==> config.mk <==
export PLATFORM = sky130hd
export DESIGN_NAME = fir_tap_sequencer
export DESIGN_NICKNAME = d
export VERILOG_FILES = /design/src/rtl/fir_tap_sequencer.sv
export SDC_FILE = /design/constraint.sdc
export NUM_CORES = 1
export LEC_CHECK = 0
export ABC_CLOCK_PERIOD_IN_PS = 2000
export CAP_MARGIN = 25
export CORE_MARGIN = 4
export CORE_UTILIZATION = 40
export CTS_BUF_LIST = sky130_fd_sc_hd__clkbuf_8 sky130_fd_sc_hd__clkbuf_16
export DETAILED_ROUTE_END_ITERATION = 12
export PLACE_DENSITY = 0.64
export SLEW_MARGIN = 20
export SYNTH_ARGS = -nofsm -noshare
export SYNTH_HDL_FRONTEND = slang
export SYNTH_SLANG_ARGS = --single-unit
==> constraint.sdc <==
create_clock -name clk -period 2 [get_ports clk]
set_clock_uncertainty 0.1 [all_clocks]
set_input_delay 0.5 -clock clk [delete_from_list [all_inputs] [get_ports clk]]
set_output_delay 0.5 -clock clk [all_outputs]
set_load 0.005 [all_outputs]
==> src/rtl/fir_tap_sequencer.sv <==
// Sequences one shared MAC across N_TAPS taps per sample: shift, MAC, drain, load, present.
// Sample accepted in IDLE; result presented N_TAPS+MAC_LAT+2 cycles later and held until out_ready.
module fir_tap_sequencer #(
    parameter int N_TAPS  = 8,
    parameter int TAP_W   = 3,
    parameter int MAC_LAT = 1,
    parameter int CNT_W   = 16
) (
    input  logic             clk,
    input  logic             reset,
    input  logic             in_valid,
    output logic             in_ready,
    output logic             shift_en,
    output logic [TAP_W-1:0] tap_sel,
    output logic             acc_clr,
    output logic             acc_en,
    output logic             out_reg_en,
    output logic             out_valid,
    input  logic             out_ready,
    output logic             busy,
    output logic [CNT_W-1:0] sample_cnt
);

    typedef enum logic [2:0] {
        IDLE  = 3'd0,
        MAC   = 3'd1,
        DRAIN = 3'd2,
        LOAD  = 3'd3,
        OUT   = 3'd4
    } state_t;

    localparam logic [TAP_W-1:0] LAST_TAP   = TAP_W'(N_TAPS - 1);
    localparam logic [2:0]       DRAIN_INIT = 3'((MAC_LAT > 0) ? (MAC_LAT - 1) : 0);

    generate
        if (N_TAPS < 2 || N_TAPS > (1 << TAP_W) || MAC_LAT < 0 || MAC_LAT > 7) begin : g_bad_params
            $error("fir_tap_sequencer: illegal parameter combination");
        end
    endgenerate

    state_t     state;
    logic [2:0] drain_cnt;

    always_ff @(posedge clk or posedge reset) begin
        if (reset) begin
            state      <= IDLE;
            tap_sel    <= '0;
            drain_cnt  <= '0;
            sample_cnt <= '0;
        end else begin
            case (state)
                IDLE: begin
                    if (in_valid) begin
                        state   <= MAC;
                        tap_sel <= '0;
                    end
                end
                MAC: begin
                    if (tap_sel == LAST_TAP) begin
                        tap_sel <= '0;
                        if (MAC_LAT > 0) begin
                            state     <= DRAIN;
                            drain_cnt <= DRAIN_INIT;
                        end else begin
                            state <= LOAD;
                        end
                    end else begin
                        tap_sel <= tap_sel + 1'b1;
                    end
                end
                // Wait out the MAC pipeline so the output register sees the final sum.
                DRAIN: begin
                    if (drain_cnt == 3'd0) begin
                        state <= LOAD;
                    end else begin
                        drain_cnt <= drain_cnt - 3'd1;
                    end
                end
                LOAD: state <= OUT;
                OUT: begin
                    if (out_ready) begin
                        sample_cnt <= sample_cnt + 1'b1;
                        state      <= IDLE;
                    end
                end
                default: state <= IDLE;
            endcase
        end
    end

    // All controls decode from the state register; only shift_en sees in_valid directly.
    assign in_ready   = (state == IDLE) && !reset;
    assign shift_en   = in_valid && in_ready;
    assign acc_en     = (state == MAC);
    assign acc_clr    = (state == MAC) && (tap_sel == '0);
    assign out_reg_en = (state == LOAD);
    assign out_valid  = (state == OUT);
    assign busy       = (state != IDLE);

endmodule

==> impl_metrics.json, run 1 <==
{
  "status": "finished, final reports clean",
  "syn2layout_area_growth_pct": 39.3,
  "hold_viol_final": 0,
  "die_h_um": 64.2,
  "fin_cells": 212,
  "clock.fmax_mhz": 514,
  "ys_seq_elements": 25,
  "max_slew_margin_pct": 70.9,
  "r2r_slack_ps": 370,
  "cts_buffers": 3,
  "syn_avg_cell_area_um2": 10.4,
  "vias": 1016,
  "rows": 20,
  "diodes": 0,
  "grt_util_all_layers_pct": 14.5,
  "synth_area_leaders": "dfrtp_1 (50%), xnor2_1 (9.0%), ha_1 (5.9%)",
  "clock-sinks": 25,
  "drc": 0,
  "rsz0062_at_grt": "true",
  "tightest_slew_ps": 433,
  "r2r-end": "sample_cnt[14]$_DFFE_PP0P_",
  "drt_pre_antenna_iters": 3,
  "cts_buffer_depth": 2,
  "synth_cells": 122,
  "reg2reg_depth": 5,
  "io_buffers": 29,
  "crit_end": "acc_clr",
  "yosys_warnings": 0,
  "insertion_delay_ps": 270,
  "drv_cap": 0,
  "async_flop_share_pct": 100,
  "hold_class": "in -> async",
  "crit_path_end_kind": "primary output",
  "dp.final_hpwl_mm": 1.99,
  "fp.dieW_um": 64.2,
  "p_total_mw": 1.68,
  "hold_buffers": 0,
  "peakVddDrop_mv": 0.599,
  "critPathRequiredTime_ps": 1400,
  "drt-total-wl_mm": 2.64,
  "layout.nets": 179,
  "layout_min_cycle_time_ps": 1940,
  "cts_tree": "yes",
  "synth-edff-count": 0,
  "grt_max_degree": 26,
  "r2r-start": "state[1]$_DFFE_PP0P_",
  "synthMostInstantiatedCell": "dfrtp_1",
  "maxSlewViolCount": 0,
  "synth_cell_types": 28,
  "arrival_ps": 1340,
  "ys_top_cells_by_count": "dfrtp_1 (25), nand2_1 (15), xnor2_1 (13)",
  "clk_pin_slew_ps": 90,
  "yosysSeqAreaShare_pct": 49.5,
  "dieArea_um2": 4120,
  "gp_congestion": 0.770,
  "drive_gt1_share_pct": 17.9,
  "core-area_um2": 3030,
  "overflow": 0,
  "first_global_vias": 1079,
  "clockRootBuffer": "clkbuf_8",
  "fin_crit_sh_pct": 97.2,
  "wire_per_inst_um": 12.5,
  "dp_cells": 204,
  "power_per_cell_area_nw_per_um2": 954,
  "setup_tns_ps": 0,
  "leakage_nw": 0.828,
  "htreeDepth": 1,
  "initialDrtViolationCount": 11,
  "detail-route-antenna-nets": 0,
  "ioPinCount": 30,
  "cp_max_fo": 3,
  "start_kind": "flip-flop",
  "detail_route.vias_per_cell": 4.79,
  "antenna_found_initial": 0,
  "critPathKind": "reg -> out",
  "yosysTopAreaCell": "dfrtp_1",
  "syn-num-nets": 132,
  "grt_pass1_wl_mm": 4.75,
  "setup_violations": 0,
  "syn_area_um2": 1260,
  "crit_start": "state[1]$_DFFE_PP0P_",
  "initial_core_util_pct": 41.7,
  "yosys.area.top_type_share_pct": 49.5,
  "synth_top_flop_cell": "dfrtp_1"
}
## critical path: stages (launching register included)
cell,delay (ps)
dfrtp_1,440
nor3b_2,230
and3b_1,180
dlygate4sd2_1,240
## metrics by stage
step | setup WS, ps | hold WS (ps) | utilization, % | area (um^2)
global placement | -219 | 361 | 55.4 | 1680
CTS | -3.39 | 364 | 57.4 | 1740
global route | -40.1 | 409 | 58.1 | 1760
finish | 55.8 | 376 | 58.1 | 1760
detailed placement | -227 | 366 | 55.4 | 1680
floorplan | 87.3 | 361 | - | 1260
## worst min-delay path by stage
stage                          startpoint                          to  slack, ps  depth (start not counted)
2_1_floorplan    drain_cnt[0]$_DFFE_PP0P_    drain_cnt[0]$_DFFE_PP0P_        360                          1
3_3_place_gp   sample_cnt[15]$_DFFE_PP0P_  sample_cnt[15]$_DFFE_PP0P_        360                          1
3_5_place_dp   sample_cnt[15]$_DFFE_PP0P_  sample_cnt[15]$_DFFE_PP0P_        370                          1
4_1_cts                             reset      tap_sel[0]$_DFFE_PP0P_        360                          3
5_1_grt                             reset      tap_sel[0]$_DFFE_PP0P_        410                          3
6_report                            reset      tap_sel[0]$_DFFE_PP0P_        380                          3
## report_power, final
part / total, mW / switching, mW / internal [mW]
clock: 0.296 / 0.157 / 0.139
combinational: 0.733 / 0.299 / 0.434
sequential: 0.650 / 0.0764 / 0.573
## placed cells by master (no fill, tap or decap), types with 2 or more instances in the layout
cell type        instances
dlygate4sd2_1            4
inv_1                    8
a21o_1                   3
xor2_1                   2
dfrtp_1                 25
xnor2_1                 13
clkdlybuf4s50_1         21
and3b_1                  2
nor3b_1                  3
nor2_1                   7
nor3_1                   2
ha_1                     6
nor2_4                   2
nand2_1                 15
clkbuf_8                 3
nand4_1                  4
o21ai_0                  5
buf_4                   16
nand3_1                  8
clkdlybuf4s15_1          2
## final cells by class
| cell class | count | area (um^2) |
|---|---|---|
| Clock buffer | 3 | 41.3 |
| Sequential cell | 25 | 626 |
| Multi-Input combinational cell | 85 | 602 |
| Fill cell | 285 | 1270 |
| Timing Repair Buffer | 45 | 395 |
| Tap cell | 44 | 55.1 |
| Inverter | 9 | 36.3 |
| Clock inverter | 1 | 5.00 |
## cell families after synthesis
family	after synthesis	share of synthesized area (%)
DFF	25	49.5
adders and majority gates	6	5.94
buffers and inverters	12	4.36
and+or+nand+nor	53	24.7
AOI/OAI and AO/OA	11	5.15
xor gates and xnor gates	15	10.4
## registers in the layout (all words and copies together), names as in the netlist
register,cells
tap_sel,3
state,3
sample_cnt,16
drain_cnt,3
## layer usage
layer  part of all wire [%]  vias up  GRT usage, %
li1                       -      499             -
met1                     41      492          15.3
met2                     54       21          28.0
met3                    3.9        4          3.16
met4                    1.1        0          5.01
met5                      0        -             0
## repair_timing
action | 4_1_cts | 5_1_grt
endpoints found under the setup margin | 7 | 6
pin swaps | 1 | 2
resized for setup | 14 | 7
buffers inserted | 2 | 2
Note: power is estimated with default switching activity, not from simulation.
==> inputs of run 2 (changes only) <==
--- a/config.mk
+++ b/config.mk
@@ -5,12 +5,13 @@
 export SDC_FILE = /design/constraint.sdc
 export NUM_CORES = 1
 export LEC_CHECK = 0
-export ABC_CLOCK_PERIOD_IN_PS = 2000
+export ABC_CLOCK_PERIOD_IN_PS = 1800
 export CAP_MARGIN = 25
 export CORE_MARGIN = 4
 export CORE_UTILIZATION = 40
 export CTS_BUF_LIST = sky130_fd_sc_hd__clkbuf_8 sky130_fd_sc_hd__clkbuf_16
 export DETAILED_ROUTE_END_ITERATION = 12
+export HOLD_SLACK_MARGIN = 0.02
 export PLACE_DENSITY = 0.64
 export SLEW_MARGIN = 20
 export SYNTH_ARGS = -nofsm -noshare
==> constraint.sdc (replaced) <==
create_clock -name clk -period 1.8 [get_ports clk]
set_clock_uncertainty 0.1 [all_clocks]
set_input_delay 0.45 -clock clk [delete_from_list [all_inputs] [get_ports clk]]
set_output_delay 0.45 -clock clk [all_outputs]
set_load 0.005 [all_outputs]
==> impl_metrics.json, run 2 (synthesis gave the netlist of run 1 again) <==
{
  "status": "finished, violations left",
  "failed_checks": "setup timing",
  "wire_per_inst_um": 11.6,
  "cts_buffers": 3,
  "initialDrtViolationCount": 35,
  "layout_setup_ws_ps": -108,
  "layout.nets": 194,
  "dp_cells": 208,
  "first_global_vias": 1104,
  "htreeDepth": 1,
  "detail-route-antenna-nets": 0,
  "drive_gt1_share_pct": 30.6,
  "dp.final_hpwl_mm": 1.87,
  "maxSlewViolCount": 0,
  "p_total_mw": 1.99,
  "die_h_um": 64.2,
  "leakage_nw": 0.919,
  "overflow": 0,
  "fin_cells": 227,
  "initial_core_util_pct": 41.7,
  "hold_class": "in -> async",
  "core-area_um2": 3030,
  "peakVddDrop_mv": 0.982,
  "final_cell_mix": "buf_4 (25), dfrtp_1 (21), clkdlybuf4s50_1 (19), nand2_1 (15), xnor2_1 (13)",
  "crit_path_end_kind": "primary output",
  "final_common_cell": "buf_4",
  "cts_buffer_depth": 2,
  "detail_route.vias_per_cell": 4.66,
  "fillers": 249,
  "gp_congestion": 0.739,
  "clk_pin_slew_ps": 90,
  "grt_max_degree": 26,
  "drv_cap": 0,
  "clock.fmax_mhz": 524,
  "cts_tree": "yes",
  "tightest_slew_ps": 345,
  "dieArea_um2": 4120,
  "rows": 20,
  "start_kind": "flip-flop",
  "drt-met1-wl_mm": 1.13,
  "insertion_delay_ps": 270,
  "io_buffers": 29,
  "syn2layout_area_growth_pct": 51.4,
  "clock-sinks": 25,
  "drt-total-wl_mm": 2.64,
  "top_register": "sample_cnt",
  "critPathRequiredTime_ps": 1250,
  "fin_crit_sh_pct": 106,
  "grt_pass1_wl_mm": 4.69,
  "hold_viol_final": 0,
  "dr_wl_met3_um": 97,
  "final_util_pct": 63.2,
  "wl_met2_mm": 1.40,
  "hold_slack_ps": 326,
  "cp_max_fo": 3,
  "grt_util_all_layers_pct": 14.2,
  "drt_pre_antenna_iters": 4,
  "layout_min_cycle_time_ps": 1910,
  "fp.dieW_um": 64.2,
  "max_slew_margin_pct": 76.8,
  "largest_reg_flops": 16,
  "power_per_cell_area_nw_per_um2": 1040,
  "arrival_ps": 1360,
  "setup_violations": 3,
  "top_layer_used": "met4",
  "antenna_found_initial": 0,
  "rsz0062_at_grt": "true",
  "vias": 1058,
  "clockRootBuffer": "clkbuf_8",
  "ioPinCount": 30,
  "drc": 0,
  "diodes": 0,
  "dp_slack_ps": -431,
  "critPathKind": "reg -> out"
}
[run 2: worst paths after layout]
kind | start | to | slack (ps) | cells past startpoint
max in group asynchronous | reset | state[1]$_DFFE_PP0P_ | 1010 | 3
min in group clk | sample_cnt[15]$_DFFE_PP0P_ | sample_cnt[15]$_DFFE_PP0P_ | 380 | 1
worst min register to register | sample_cnt[15]$_DFFE_PP0P_ | sample_cnt[15]$_DFFE_PP0P_ | 380 | 1
worst max-delay path | state[2]$_DFFE_PP0P_ | shift_en | -110 | 5
worst min-delay path | reset | sample_cnt[0]$_DFFE_PP0P_ | 330 | 3
worst max register to register | state[0]$_DFFE_PP0P_ | sample_cnt[7]$_DFFE_PP0P_ | 180 | 6
[run 2: metal layers]
metal  vias up  GRT usage [%]
met3         2           3.87
met5         -              0
met1       508           15.9
li1        527              -
met2        21           26.5
met4         0           2.90
[run 2: area by class of cell]
type	instances	area (um^2)	share of cell area, %
inverters	9	37.5	1.96
multi-input cells	85	614	32.1
well taps	44	55.1	2.88
clock buffers	3	41.3	2.16
repair buffers	60	527	27.5
clock inverters	1	7.51	0.392
flip-flops and latches	25	631	33.0
[run 2: per-stage QoR]
step	area, um^2	setup TNS, ps
after floorplan	1270	0
after global placement	1710	-1570
after detailed placement	1710	-1600
after CTS	1820	-208
after global routing	1910	-549
final	1910	-195
[run 2: worst max-delay path: stages (launching register included)]
cell	delay (ps)
dfrtp_2	450
buf_6	130
nor3_2	110
buf_4	140
and3_4	180
buf_6	90
[run 2: power breakdown]
group / internal (mW) / leakage (nW) / switching [mW]
logic: 0.579 / 0.568 / 0.373
registers: 0.639 / 0.328 / 0.0627
clock network: 0.157 / 0.0217 / 0.178
[run 2: what timing repair did]
action / 4_1_cts / 5_1_grt
buffers inserted: 6 / 9
pin swaps: 4 / 2
gates resized for setup: 41 / 8
endpoints found under the setup margin: 9 / 18
hold buffers: 0 / 0
==> inputs of run 3 (changes only) <==
--- a/config.mk
+++ b/config.mk
@@ -5,6 +5,7 @@
 export SDC_FILE = /design/constraint.sdc
 export NUM_CORES = 1
 export LEC_CHECK = 0
+export ABC_AREA = 1
 export ABC_CLOCK_PERIOD_IN_PS = 1800
 export CAP_MARGIN = 25
 export CORE_MARGIN = 4
==> impl_metrics.json, run 3 <==
{
  "synthMostInstantiatedCell": "nand2_1",
  "max_slew_margin_pct": 75.9,
  "htreeDepth": 1,
  "fin_crit_sh_pct": 102,
  "drt-total-wl_mm": 3.16,
  "detail-route-antenna-nets": 0,
  "r2r_slack_ps": 240,
  "cts_tree": "yes",
  "dp.final_hpwl_mm": 2.28,
  "syn2layout_area_growth_pct": 46.9,
  "layout_min_cycle_time_ps": 1830,
  "hold_viol_final": 0,
  "ys_seq_elements": 25,
  "wl_met2_mm": 1.60,
  "drive_gt1_share_pct": 24.1,
  "yosys.area.top_type_share_pct": 46.3,
  "synth_top_flop_cell": "dfrtp_1",
  "hold_buffers": 0,
  "diodes": 0,
  "syn-num-nets": 176,
  "rsz0062_at_grt": "true",
  "cp_max_fo": 2,
  "gp_congestion": 0.822,
  "drv_cap": 0,
  "core-area_um2": 3150,
  "fin_cells": 276,
  "dieArea_um2": 4380,
  "grt_pass1_wl_mm": 5.24,
  "drt_pre_antenna_iters": 4,
  "leakage_nw": 1.03,
  "failed_checks": "setup timing",
  "synth-edff-count": 0,
  "cts_buffer_depth": 2,
  "yosysSeqAreaShare_pct": 46.3,
  "drc": 0,
  "crit_path_end_kind": "primary output",
  "dpl_cell_area_um2": 1800,
  "critPathKind": "in -> out",
  "synth_cell_types": 18,
  "hold_class": "in -> async",
  "initial_core_util_pct": 42.9,
  "yosysTopAreaCell": "dfrtp_1",
  "layout.nets": 243,
  "wire_per_inst_um": 11.4,
  "setup_tns_ps": -34.4,
  "setup_violations": 1,
  "final_area_um2": 1990,
  "clock.fmax_mhz": 545,
  "drt-met1-wl_mm": 1.40,
  "syn_area_um2": 1350,
  "syn_avg_cell_area_um2": 8.15,
  "vias": 1284,
  "tightest_slew_ps": 360,
  "top_layer_used": "met4",
  "clock-sinks": 25,
  "arrival_ps": 1280,
  "initialDrtViolationCount": 43,
  "first_global_vias": 1203,
  "detail_route.vias_per_cell": 4.65,
  "antenna_found_initial": 0,
  "ys_top_cells_by_count": "nand2_1 (48), inv_1 (28), dfrtp_1 (25)",
  "dr_wl_met3_um": 119,
  "fp.dieW_um": 66.2,
  "p_total_mw": 2.14,
  "final_common_cell": "nand2_1",
  "maxSlewViolCount": 0,
  "async_flop_share_pct": 100,
  "top_register": "sample_cnt",
  "final_util_pct": 63.0,
  "clockRootBuffer": "clkbuf_8",
  "critPathRequiredTime_ps": 1250,
  "io_buffers": 29,
  "peakVddDrop_mv": 0.867,
  "insertion_delay_ps": 270,
  "grt_max_degree": 26,
  "die_h_um": 66.2,
  "ioPinCount": 30,
  "layout_setup_ws_ps": -34.4,
  "clk_pin_slew_ps": 90,
  "cts_buffers": 3,
  "rows": 20,
  "power_per_cell_area_nw_per_um2": 1070,
  "synth_area_leaders": "dfrtp_1 (46%), nand2_1 (13%), inv_1 (7.8%)",
  "final_cell_mix": "nand2_1 (48), buf_4 (32), inv_1 (26), dfrtp_1 (25), clkdlybuf4s50_1 (19)",
  "largest_reg_flops": 16,
  "overflow": 0,
  "yosys_warnings": 0,
  "dp_cells": 252,
  "status": "finished, violations left",
  "reg2reg_depth": 7,
  "grt_util_all_layers_pct": 15.3,
  "synth_cells": 166,
  "fillers": 289,
  "start_kind": "primary input"
}
## run 3: what timing repair did
action | in CTS | in global routing
gates resized for setup | 24 | 12
pin swaps | 3 | 4
buffers inserted | 5 | 15
setup endpoints to repair | 10 | 17
hold endpoints to repair | 0 | 0
cloned | 0 | 0
## run 3: stage by stage
step	hold WS, ps	worst slack (ps)
6_report	302	-34.4
5_1_grt	333	-97.0
4_1_cts	292	-105
3_5_place_dp	393	-391
3_3_place_gp	379	-360
2_1_floorplan	377	369
## run 3: final cells by class
type | instances | area [um^2] | share of cell area (%)
Multi-Input combinational cell | 113 | 644 | 32.4
Sequential cell | 25 | 626 | 31.5
Timing Repair Buffer | 62 | 508 | 25.6
Inverter | 28 | 105 | 5.29
Tap cell | 44 | 55.1 | 2.77
Clock buffer | 3 | 41.3 | 2.08
Clock inverter | 1 | 7.51 | 0.378
## run 3: cell families (layout without fill, tap and decap cells)
kind of cell	Yosys count	in the layout	synth area share [%]
flops	25	25	46.3
simple gates	88	88	30.2
compound gates	8	8	3.14
buf+inv	28	94	7.77
fa+ha+maj	6	6	5.55
xor+xnor	11	11	7.12
## run 3: worst paths after layout
kind,startpoint,endpoint
worst max-delay path,in_valid,shift_en
worst max register to register,state[0]$_DFFE_PP0P_,sample_cnt[10]$_DFFE_PP0P_
min in group clk,sample_cnt[11]$_DFFE_PP0P_,sample_cnt[11]$_DFFE_PP0P_
max in group asynchronous,reset,drain_cnt[0]$_DFFE_PP0P_
worst min register to register,sample_cnt[11]$_DFFE_PP0P_,sample_cnt[11]$_DFFE_PP0P_
worst min-delay path,reset,state[1]$_DFFE_PP0P_
## run 3: worst max-delay path, stage by stage
cell and delay (ps):
clkdlybuf4s50_1 510, nand3_2 110, nor2_2 110, buf_2 110
## run 3: power breakdown
part           internal [mW]  switching, mW
Sequential             0.653         0.0738
Combinational          0.546          0.516
Clock                  0.157          0.190
Total                   1.36          0.780
## run 3: metal layers
layer	vias to the layer above	track usage (%)
li1	645	-
met1	610	18.7
met2	25	26.0
met3	4	3.06
met4	0	6.09
met5	-	0
